--- config.mk ---
export PLATFORM = sky130hd
export DESIGN_NAME = cal1d_pool_sum_ctrl
export DESIGN_NICKNAME = d
export VERILOG_FILES = /design/src/rtl/cal1d_pool_sum_ctrl.sv
export SDC_FILE = /design/constraint.sdc
export NUM_CORES = 1
export LEC_CHECK = 0
export ABC_AREA = 1
export ABC_CLOCK_PERIOD_IN_PS = 2800
export CAP_MARGIN = 20
export CORE_AREA = 2 2 143 145
export CTS_BUF_LIST = sky130_fd_sc_hd__clkbuf_2 sky130_fd_sc_hd__clkbuf_4 sky130_fd_sc_hd__clkbuf_8
export DETAILED_ROUTE_END_ITERATION = 7
export DIE_AREA = 0 0 145 147
export PLACE_DENSITY = 0.69
export SYNTH_ARGS = -nofsm -noshare
export SYNTH_HDL_FRONTEND = slang
export SYNTH_SLANG_ARGS = --single-unit
--- constraint.sdc ---
create_clock -name autosa_core_clk -period 2.8 [get_ports autosa_core_clk]
set_input_delay 0.28 -clock autosa_core_clk [delete_from_list [all_inputs] [get_ports autosa_core_clk]]
set_output_delay 0.28 -clock autosa_core_clk [all_outputs]
set_load 0.03 [all_outputs]
--- src/rtl/cal1d_pool_sum_ctrl.sv ---
// cal1d_pool_sum_ctrl
// Window-accumulation sequencer for the 4-lane fp17 1-D pooling sum path.
// Folds each run of K = cfg_kernel_width + 1 input elements into one pooled
// sum by issuing one acc + element add at a time to an external sum unit.
//
// Ports:
//   autosa_core_clk / autosa_core_rstn : clock, async active-low reset
//   op_en, cfg_kernel_width            : window start enable / length - 1
//   in_pvld / in_prdy / in_pd          : input element stream (4 x fp17)
//   sum_in_* / sum_a / sum_b           : add request to the sum unit
//   sum_out_* / sum_z                  : add result from the sum unit
//   out_pvld / out_prdy / out_pd       : pooled result (one per window)
//   busy, win_cnt                      : status, completed-window count
module cal1d_pool_sum_ctrl #(
    parameter int unsigned KW_BITS = 3,
    localparam int unsigned PD_W   = 68,
    localparam int unsigned CNT_W  = KW_BITS + 1,
    localparam int unsigned WC_W   = 16
) (
    input  logic                autosa_core_clk,
    input  logic                autosa_core_rstn,
    input  logic                op_en,
    input  logic [KW_BITS-1:0]  cfg_kernel_width,
    input  logic                in_pvld,
    output logic                in_prdy,
    input  logic [PD_W-1:0]     in_pd,
    output logic                sum_in_pvld,
    input  logic                sum_in_prdy,
    output logic [PD_W-1:0]     sum_a,
    output logic [PD_W-1:0]     sum_b,
    input  logic                sum_out_pvld,
    output logic                sum_out_prdy,
    input  logic [PD_W-1:0]     sum_z,
    output logic                out_pvld,
    input  logic                out_prdy,
    output logic [PD_W-1:0]     out_pd,
    output logic                busy,
    output logic [WC_W-1:0]     win_cnt
);

    localparam logic [1:0] EMPTY = 2'd0;
    localparam logic [1:0] HOLD  = 2'd1;
    localparam logic [1:0] WAIT  = 2'd2;
    localparam logic [1:0] OUT   = 2'd3;

    logic [1:0]         state, state_nxt;
    logic [PD_W-1:0]    acc, acc_nxt;
    logic [KW_BITS-1:0] kw, kw_nxt;
    logic [CNT_W-1:0]   cnt, cnt_nxt;
    logic [WC_W-1:0]    win_cnt_nxt;

    // State and datapath registers
    always_ff @(posedge autosa_core_clk or negedge autosa_core_rstn) begin
        if (!autosa_core_rstn) begin
            state   <= EMPTY;
            acc     <= '0;
            kw      <= '0;
            cnt     <= '0;
            win_cnt <= '0;
        end else begin
            state   <= state_nxt;
            acc     <= acc_nxt;
            kw      <= kw_nxt;
            cnt     <= cnt_nxt;
            win_cnt <= win_cnt_nxt;
        end
    end

    // Next-state, register updates and handshake routing
    always_comb begin
        state_nxt    = state;
        acc_nxt      = acc;
        kw_nxt       = kw;
        cnt_nxt      = cnt;
        win_cnt_nxt  = win_cnt;
        in_prdy      = 1'b0;
        sum_in_pvld  = 1'b0;
        sum_out_prdy = 1'b0;
        out_pvld     = 1'b0;

        case (state)
            EMPTY: begin
                in_prdy = op_en;
                if (in_pvld && op_en) begin
                    acc_nxt   = in_pd;
                    kw_nxt    = cfg_kernel_width;
                    cnt_nxt   = CNT_W'(1);
                    state_nxt = (cfg_kernel_width == '0) ? OUT : HOLD;
                end
            end
            HOLD: begin
                // Operands pass straight through; the element is consumed
                // only when the sum unit takes it.
                sum_in_pvld = in_pvld;
                in_prdy     = sum_in_prdy;
                if (in_pvld && sum_in_prdy) begin
                    cnt_nxt   = cnt + CNT_W'(1);
                    state_nxt = WAIT;
                end
            end
            WAIT: begin
                sum_out_prdy = 1'b1;
                if (sum_out_pvld) begin
                    acc_nxt   = sum_z;
                    // cnt is one bit wider than kw so K = 2^KW_BITS fits
                    state_nxt = (cnt == ({1'b0, kw} + CNT_W'(1))) ? OUT : HOLD;
                end
            end
            OUT: begin
                out_pvld = 1'b1;
                if (out_prdy) begin
                    win_cnt_nxt = win_cnt + WC_W'(1);
                    state_nxt   = EMPTY;
                end
            end
            default: state_nxt = EMPTY;
        endcase
    end

    // Data buses are never gated; only the valids qualify them
    assign sum_a  = acc;
    assign sum_b  = in_pd;
    assign out_pd = acc;
    assign busy   = (state != EMPTY);

endmodule

==> results.txt, run 1 <==
----------------------------------------------------
[Finish]
  Antenna diode count ... 0
  Finished Cell Area ... 0.00868 mm²
  Fraction of final layout cells sized beyond drive strength 1 ... 0.0308
  Combined flip-flop and latch cell area ... about 0.0023 mm²
  Number of nets in the final layout ... 1088
  Post-route insts no fill ... 1213
  Synthesis-to-finish area growth ... 57.4%
  Area taken by multi-input logic gates ... 0.00190 mm²
  Filler cells ... between 1500 and 2000

[Floorplan]
  Die outline width ... roughly 150 µm
  Starting density of the core ... 0.278
  Number of standard-cell rows in the floorplan ... 52
  Area of the core ... a little under 0.02 mm²
  Top-Level Pins ... approximately 370
  Total Die Area ... about 0.021 mm²
  Die H ... 147 µm

[Worst setup path]
  Cell family with the largest share of critical-path delay ... buffers and inverters
  Slowest stage delay, CP ... between 0.6 and 0.7 ns
  WP buf/inv ... 3
  Arrival time of the worst setup path ... slightly above 2 ns
  Worst reg2reg setup slack ... approximately 0.88 ns
  Worst-path cell chain ... inv_1 -> nor2_1 -> inv_1 -> nor2_1 -> clkdlybuf4s50_1
  CP startpoint kind ... register
  CP Class ... register to primary output
  Required time of the worst setup path ... approximately 2.5 ns
  CP max stage cell ... clkdlybuf4s50_1
  CP endpoint kind ... primary output
  Maximum net fanout on the critical path ... 6

[Place]
  Instance area at placement ... 0.00849 mm²
  Dpl cells ... around 1200
  Routability congestion estimate ... ~0.85
  Placed wire-length estimate ... 14.2 mm
  Port-buffer cells ... 370

[Global routing]
  Antenna violations before repair ... 0
  Vias in the first global route ... roughly 5100
  Largest net degree at the start of global routing ... between 70 and 80
  Met2 global-route usage ... 0.284
  Met1 demand-to-capacity share in global routing ... 0.208
  Most Used Layer, Global Route ... met2
  Global Route met3 Usage ... 0.0348
  Overall overflow remaining after global route ... 0
  Wire length of the first global-routing pass ... 27.9 mm
  Overall fraction of global-route tracks in use ... 0.165

[Detailed routing]
  Overall via count from detail_route ... roughly 5200
  Total wirelength of the detailed-routed design ... about 18 mm
  Number of search-and-repair iterations in the first detailed-routing pass ... 4
  Count of routing violations after the opening detailed-route iteration ... 168
  Via count normalized by instance count ... 4.32
  Post-route antenna net violation count ... 0
  Final routed DRC violation total ... 0
  Final routed wire length divided by cell count ... approximately 15 µm

[Power and ir drop]
  Power per unit of standard cell area ... 1140 mW/mm²
  Clock Power Share ... 0.086
  Sequential Power Share ... 0.254
  Worst supply voltage drop on vdd ... 0.707 mV
  Net switching power figure ... 4.99 mW
  Lkg Pwr ... about 3.7 nW
  Design internal power ... between 4 and 5 mW
  Switching Fraction ... 0.504
  Share of total power in combinational logic ... 0.660

[Yosys]
  Post-synth net total ... approximately 860
  Yosys warning total ... 0
  Sequential share of the synthesized area ... 0.422
  Mapped Cells ... ~720
  Count of different cell masters after synthesis ... 25
  Number of synthesized register bits ... 93
  Share of the synthesized area in the top cell type ... 0.422
  Syn Std Cell Area ... about 0.0055 mm²
  Cell type with the highest aggregate area in the netlist ... dfrtp_1
  Mean Syn Cell Area ... between 7 and 8 µm²
  Leading post-synthesis cells by cell area ... dfrtp_1 42%, buf_4 19%, nand2_1 15%

[CTS]
  Number of buffers inserted during clock tree synthesis ... 9
  Deepest clock path buffer count ... 2
  Worst-skew pair later-pin latency ... about 0.37 ns
  Number of clock sinks ... 93
  CTS tree ... yes
  Clock-pin transition on the worst setup and hold timing paths ... ~0.090 ns
  Root buffer cell ... clkbuf_8
  Number of levels in the clock H-tree ... 3

[Timing]
  Final-report setup violation count ... 0
  Final worst clock skew ... 0.00903 ns
  Number of hold violations in the final report ... 0
  Final Max Tran Viols ... 0
  Max Clock Freq ... approximately 430 MHz
  Worst slack on hold paths ... 0.435 ns
  Total Neg Setup Slack ... 0 ns
  Slew at the pin closest to its max-slew limit ... a little over 0.6 ns
  Final worst path period share ... 0.833
  RSZ-0062 raised after global routing ... false
  Min cycle time layout ... roughly 2.3 ns
  Worst rel slew slack ... 0.597

[Outcome]
  Result of the run ... completed

[Hold path]
  Hold/Removal Path Class ... input pin to asynchronous set/reset pin

[Run]
  Maxcap violations ... 0

----------------------------------------------------
-- cell usage in the layout, fill, tap and decap left out --
| cell | count |
|---|---|
| clkdlybuf4s50_1 | 369 |
| nand2_1 | 214 |
| dfrtp_1 | 93 |
| nor2_1 | 91 |
| a31oi_1 | 68 |
| inv_1 | 34 |
| nand3_1 | 14 |
| clkbuf_8 | 10 |
| o21ai_0 | 7 |
| xor2_1 | 5 |
| nand4_1 | 5 |
| buf_4 | 5 |
| xnor2_1 | 4 |
| ha_1 | 3 |
| clkinvlp_4 | 3 |
| buf_12 | 3 |
| inv_2 | 2 |
| clkbuf_4 | 2 |
| nor2_4 | 1 |
| a22o_1 | 1 |
| nand2_4 | 1 |
| nand3_2 | 1 |
| nor2_2 | 1 |
| o31ai_1 | 1 |
| nor3_1 | 1 |
| and2_1 | 1 |
| nand3b_1 | 1 |
| a21oi_1 | 1 |
| dlygate4sd3_1 | 1 |
-- Yosys cell counts --
library cell    n
clkbuf_1       10
nand2_2         1
ha_1            3
a22o_1          1
nor2_4          1
o21ai_0         7
dfrtp_1        93
nor2_2          1
inv_2           2
xnor2_1         4
a21oi_1         1
a31oi_1        68
and2_1          1
nor3_1          1
nand3b_1        1
buf_4         137
buf_2          18
xor2_1          5
o31ai_1         1
nor2_1         91
nand3_1        14
nand3_2         1
nand4_1         5
inv_1          34
nand2_1       214
-- logic make-up (layout without fill, tap and decap cells) --
logic type,after synthesis,after routing,synth area share
AO/OA/AOI/OAI,78,78,0.0873
adder cells (fa/ha/maj),3,3,0.00681
buffers and inverters,201,429,0.234
XOR/XNOR,9,9,0.0143
flip-flops,93,93,0.422
AND/OR/NAND/NOR,331,331,0.235
-- state kept, by name (all words and copies together) (netlist names) --
| name | flops |
|---|---|
| cnt | 4 |
| kw | 3 |
| out_pd | 68 |
| state | 2 |
| win_cnt | 16 |
-- power by group through the flow --
stage	clock network (mW)	registers, mW	logic (mW)
global placement	0	2.54	6.52
CTS	0.890	2.53	6.60
finish	0.847	2.51	6.53
floorplan	0	3.42	3.48
global route	0.944	2.61	6.97
detailed placement	0	2.55	6.60
-- worst register-to-register path, cell delays in order, from the launching register on --
cell and delay (ns):
dfrtp_1 0.47, nor2_1 0.26, nand3_1 0.11, buf_4 0.19, nand2_4 0.08, buf_4 0.45, nor2_1 0.11, a31oi_1 0.18
-- per-layer routing --
| metal | vias up | routed length, µm |
|---|---|---|
| li1 | 2596 | - |
| met1 | 2400 | 7570 |
| met2 | 233 | 8820 |
| met3 | 17 | 1120 |
| met4 | 0 | 280 |
| met5 | - | 0 |
-- layout make-up --
| class | count | area share |
|---|---|---|
| Clock buffer | 12 | 0.0176 |
| Timing Repair Buffer | 378 | 0.438 |
| Tap cell | 270 | 0.0389 |
| Sequential cell | 93 | 0.268 |
| Inverter | 36 | 0.0156 |
| Clock inverter | 3 | 0.00260 |
| Multi-Input combinational cell | 421 | 0.219 |
-- path summary, 6_finish.rpt --
check	cells after the start	to	start
setup / recovery	5	sum_in_pvld	state[0]$_DFFE_PN0P_
hold / removal	2	out_pd[2]$_DFFE_PN0P_	autosa_core_rstn
setup reg to reg	7	out_pd[9]$_DFFE_PN0P_	state[0]$_DFFE_PN0P_
hold reg to reg	1	win_cnt[7]$_DFFE_PN0P_	win_cnt[7]$_DFFE_PN0P_
max in group asynchronous	3	cnt[0]$_DFFE_PN0P_	autosa_core_rstn
min in group autosa_core_clk	3	out_pd[43]$_DFFE_PN0P_	sum_z[43]
-- per-stage QoR --
stage | power (mW) | utilization | worst slack [ns]
after global placement | 9.06 | 0.428 | 0.854
after global routing | 10.5 | 0.437 | 0.296
after detailed placement | 9.15 | 0.428 | 0.747
after floorplan | 6.90 | - | 1.26
after CTS | 10.0 | 0.437 | 0.439
final | 9.90 | 0.437 | 0.466
-- what timing repair did --
action | in CTS | in global routing
hold buffers | 1 | 0
setup buffers | 0 | 0
gates resized for setup | 0 | 0
endpoints found under the hold margin | 38 | 0
No activity file was read; power rests on OpenSTA's default activity.
==> inputs of run 2 (changes only) <==
--- a/config.mk
+++ b/config.mk
@@ -6,7 +6,7 @@
 export NUM_CORES = 1
 export LEC_CHECK = 0
 export ABC_AREA = 1
-export ABC_CLOCK_PERIOD_IN_PS = 2800
+export ABC_CLOCK_PERIOD_IN_PS = 2400
 export CAP_MARGIN = 20
 export CORE_AREA = 2 2 143 145
 export CTS_BUF_LIST = sky130_fd_sc_hd__clkbuf_2 sky130_fd_sc_hd__clkbuf_4 sky130_fd_sc_hd__clkbuf_8
==> constraint.sdc (replaced) <==
create_clock -name autosa_core_clk -period 2.4 [get_ports autosa_core_clk]
set_input_delay 0.24 -clock autosa_core_clk [delete_from_list [all_inputs] [get_ports autosa_core_clk]]
set_output_delay 0.24 -clock autosa_core_clk [all_outputs]
set_load 0.03 [all_outputs]
==> run 2 against run 1 <==
Sequential cell count stayed put; routed wire length rose by 0.55%; combinational power rose by 17%; die area is the same; cell count is 0.16% higher; first-iteration DRC count is 18% higher; critical endpoint is now in_prdy.
==> results.txt, run 2 (synthesis results as in run 1) <==
----------------------------------------------------
[Worst setup path]
  CP endpoint kind ... primary output
  Worst R2R Path Depth ... 6
  CP Class ... register to primary output
  Reg-to-Reg End ... out_pd[64]$_DFFE_PN0P_
  CP max stage cell ... clkdlybuf4s50_1
  Critical Path Sink ... in_prdy
  CP startpoint kind ... register
  Depth of the critical timing path with buffers and inverters included ... 4
  Cell family with the largest share of critical-path delay ... buffers and inverters
  Worst-path cell chain ... inv_1 -> nor2_1 -> a22o_1 -> clkdlybuf4s50_1
  Timing startpoint of the critical path ... state[0]$_DFFE_PN0P_
  Arrival time of the worst setup path ... roughly 2 ns
  Maximum net fanout on the critical path ... 6
  Slowest stage delay, CP ... approximately 0.67 ns
  Reg2Reg Launch Point ... state[0]$_DFFE_PN0P_
  Worst reg2reg setup slack ... around 0.55 ns
  WP buf/inv ... 2
  Required time of the worst setup path ... between 2 and 2.5 ns

[Detailed routing]
  Via count normalized by instance count ... roughly 4.3
  Post-route antenna net violation count ... 0
  Total wirelength of the detailed-routed design ... ~18 mm
  Count of routing violations after the opening detailed-route iteration ... just under 200
  Number of search-and-repair iterations in the first detailed-routing pass ... 4
  Overall via count from detail_route ... just over 5000
  Final routed wire length divided by cell count ... approximately 15 µm
  Final routed DRC violation total ... 0

[Floorplan]
  Top-Level Pins ... between 300 and 400
  Area of the core ... approximately 0.020 mm²
  Number of standard-cell rows in the floorplan ... 52
  Total Die Area ... approximately 0.021 mm²
  Die H ... between 100 and 150 µm
  Die outline width ... roughly 150 µm
  Starting density of the core ... 0.278

[CTS]
  Number of levels in the clock H-tree ... 3
  Clock-pin transition on the worst setup and hold timing paths ... about 0.090 ns
  Number of buffers inserted during clock tree synthesis ... 9
  Deepest clock path buffer count ... 2
  CTS tree ... yes
  Number of clock sinks ... 93
  Root buffer cell ... clkbuf_8
  Worst-skew pair later-pin latency ... about 0.36 ns

[Finish]
  Antenna diode count ... 0
  Fraction of final layout cells sized beyond drive strength 1 ... 0.0339
  Filler cells ... approximately 2000
  Number of nets in the final layout ... between 1000 and 1500
  Commonest non-fill, non-tap cells in the layout ... 367 x clkdlybuf4s50_1, 214 x nand2_1, 93 x dfrtp_1, 91 x nor2_1, 68 x a31oi_1
  Synthesis-to-finish area growth ... 58.3%
  Largest register FFs ... 68
  Commonest non-fill, non-tap cell in the layout ... clkdlybuf4s50_1

[Timing]
  Slew at the pin closest to its max-slew limit ... roughly 0.63 ns
  Final-report setup violation count ... 0
  Worst rel slew slack ... 0.583
  Final worst clock skew ... 0.0110 ns
  Number of hold violations in the final report ... 0
  RSZ-0062 raised after global routing ... false
  Total Neg Setup Slack ... 0 ns
  Max Clock Freq ... approximately 450 MHz
  Min cycle time layout ... about 2.2 ns
  Final worst path period share ... 0.935
  Final Max Tran Viols ... 0
  Worst Slack Setup Final ... between 0.15 and 0.2 ns

[Place]
  Routability congestion estimate ... 0.843
  Port-buffer cells ... 370
  Placed wire-length estimate ... ~14 mm
  Post-placement worst setup slack ... between 0.4 and 0.5 ns

[Global routing]
  Largest net degree at the start of global routing ... 64
  Antenna violations before repair ... 0
  Overall overflow remaining after global route ... 0
  Wire length of the first global-routing pass ... between 20 and 30 mm
  Vias in the first global route ... a little under 5000
  Overall fraction of global-route tracks in use ... 0.164

[Outcome]
  Result of the run ... completed

[Power and ir drop]
  Power per unit of standard cell area ... 1340 mW/mm²
  Worst supply voltage drop on vdd ... between 0.7 and 0.8 mV
  Lkg Pwr ... approximately 3.7 nW

[Hold path]
  Hold/Removal Path Class ... input pin to asynchronous set/reset pin

[Run]
  Maxcap violations ... 0

----------------------------------------------------
[run 2: cell count changes in the layout (fill, tap and decap cells not counted)]
cell,previous run,this run
buf_12,3,4
buf_4,5,6
bufinv_16,0,1
clkbuf_4,2,3
clkdlybuf4s50_1,369,367
clkinvlp_4,3,2
dlymetal6s2s_1,0,1
[run 2: power by group]
part	switching (mW)	internal [mW]
logic	4.59	3.05
clock network	0.565	0.547
registers	0.670	2.26
total	5.83	5.86
[run 2: worst min-delay path by stage]
stage               slack [ns]             start                     to  depth (start not counted)
finish                    0.29  autosa_core_rstn  out_pd[2]$_DFFE_PN0P_                          2
global route              0.30  autosa_core_rstn  out_pd[2]$_DFFE_PN0P_                          2
CTS                       0.26  autosa_core_rstn  out_pd[2]$_DFFE_PN0P_                          2
detailed placement        0.14  autosa_core_rstn  out_pd[2]$_DFFE_PN0P_                          1
global placement          0.14  autosa_core_rstn  out_pd[2]$_DFFE_PN0P_                          1
floorplan                -0.06  autosa_core_rstn     cnt[0]$_DFFE_PN0P_                          0
[run 2: through the flow]
stage,instances,instance area [µm²],power [mW],hold slack [ns],utilization
floorplan,715,5520,8.05,-0.0556,-
global placement,1198,8510,10.6,0.137,0.429
detailed placement,1198,8510,10.7,0.140,0.429
CTS,1215,8730,11.8,0.264,0.440
global route,1215,8730,12.4,0.304,0.440
finish,1215,8730,11.7,0.288,0.440
[run 2: routing by layer]
| metal | up-vias | global-route usage | wire [µm] |
|---|---|---|---|
| met5 | - | 0 | 0 |
| met4 | 0 | 0.0584 | 358 |
| met3 | 21 | 0.0345 | 1100 |
| met2 | 222 | 0.283 | 8870 |
| met1 | 2327 | 0.204 | 7570 |
| li1 | 2597 | - | - |
[run 2: layout make-up]
class / count / area [µm²] / share of cell area
sequential: 93 / 2330 / 0.267
multi-input combinational: 421 / 1900 / 0.218
clock inverter: 3 / 45.0 / 0.00516
inverter: 36 / 135 / 0.0155
timing repair buffer: 379 / 3820 / 0.438
clock buffer: 13 / 160 / 0.0183
tap: 270 / 338 / 0.0387
[run 2: what timing repair did]
action | CTS | global route
gates resized for setup | 0 | 1
endpoints found under the setup margin | 0 | 1
hold buffers | 1 | 0
hold endpoints to repair | 17 | 0
buffers inserted | 0 | 0
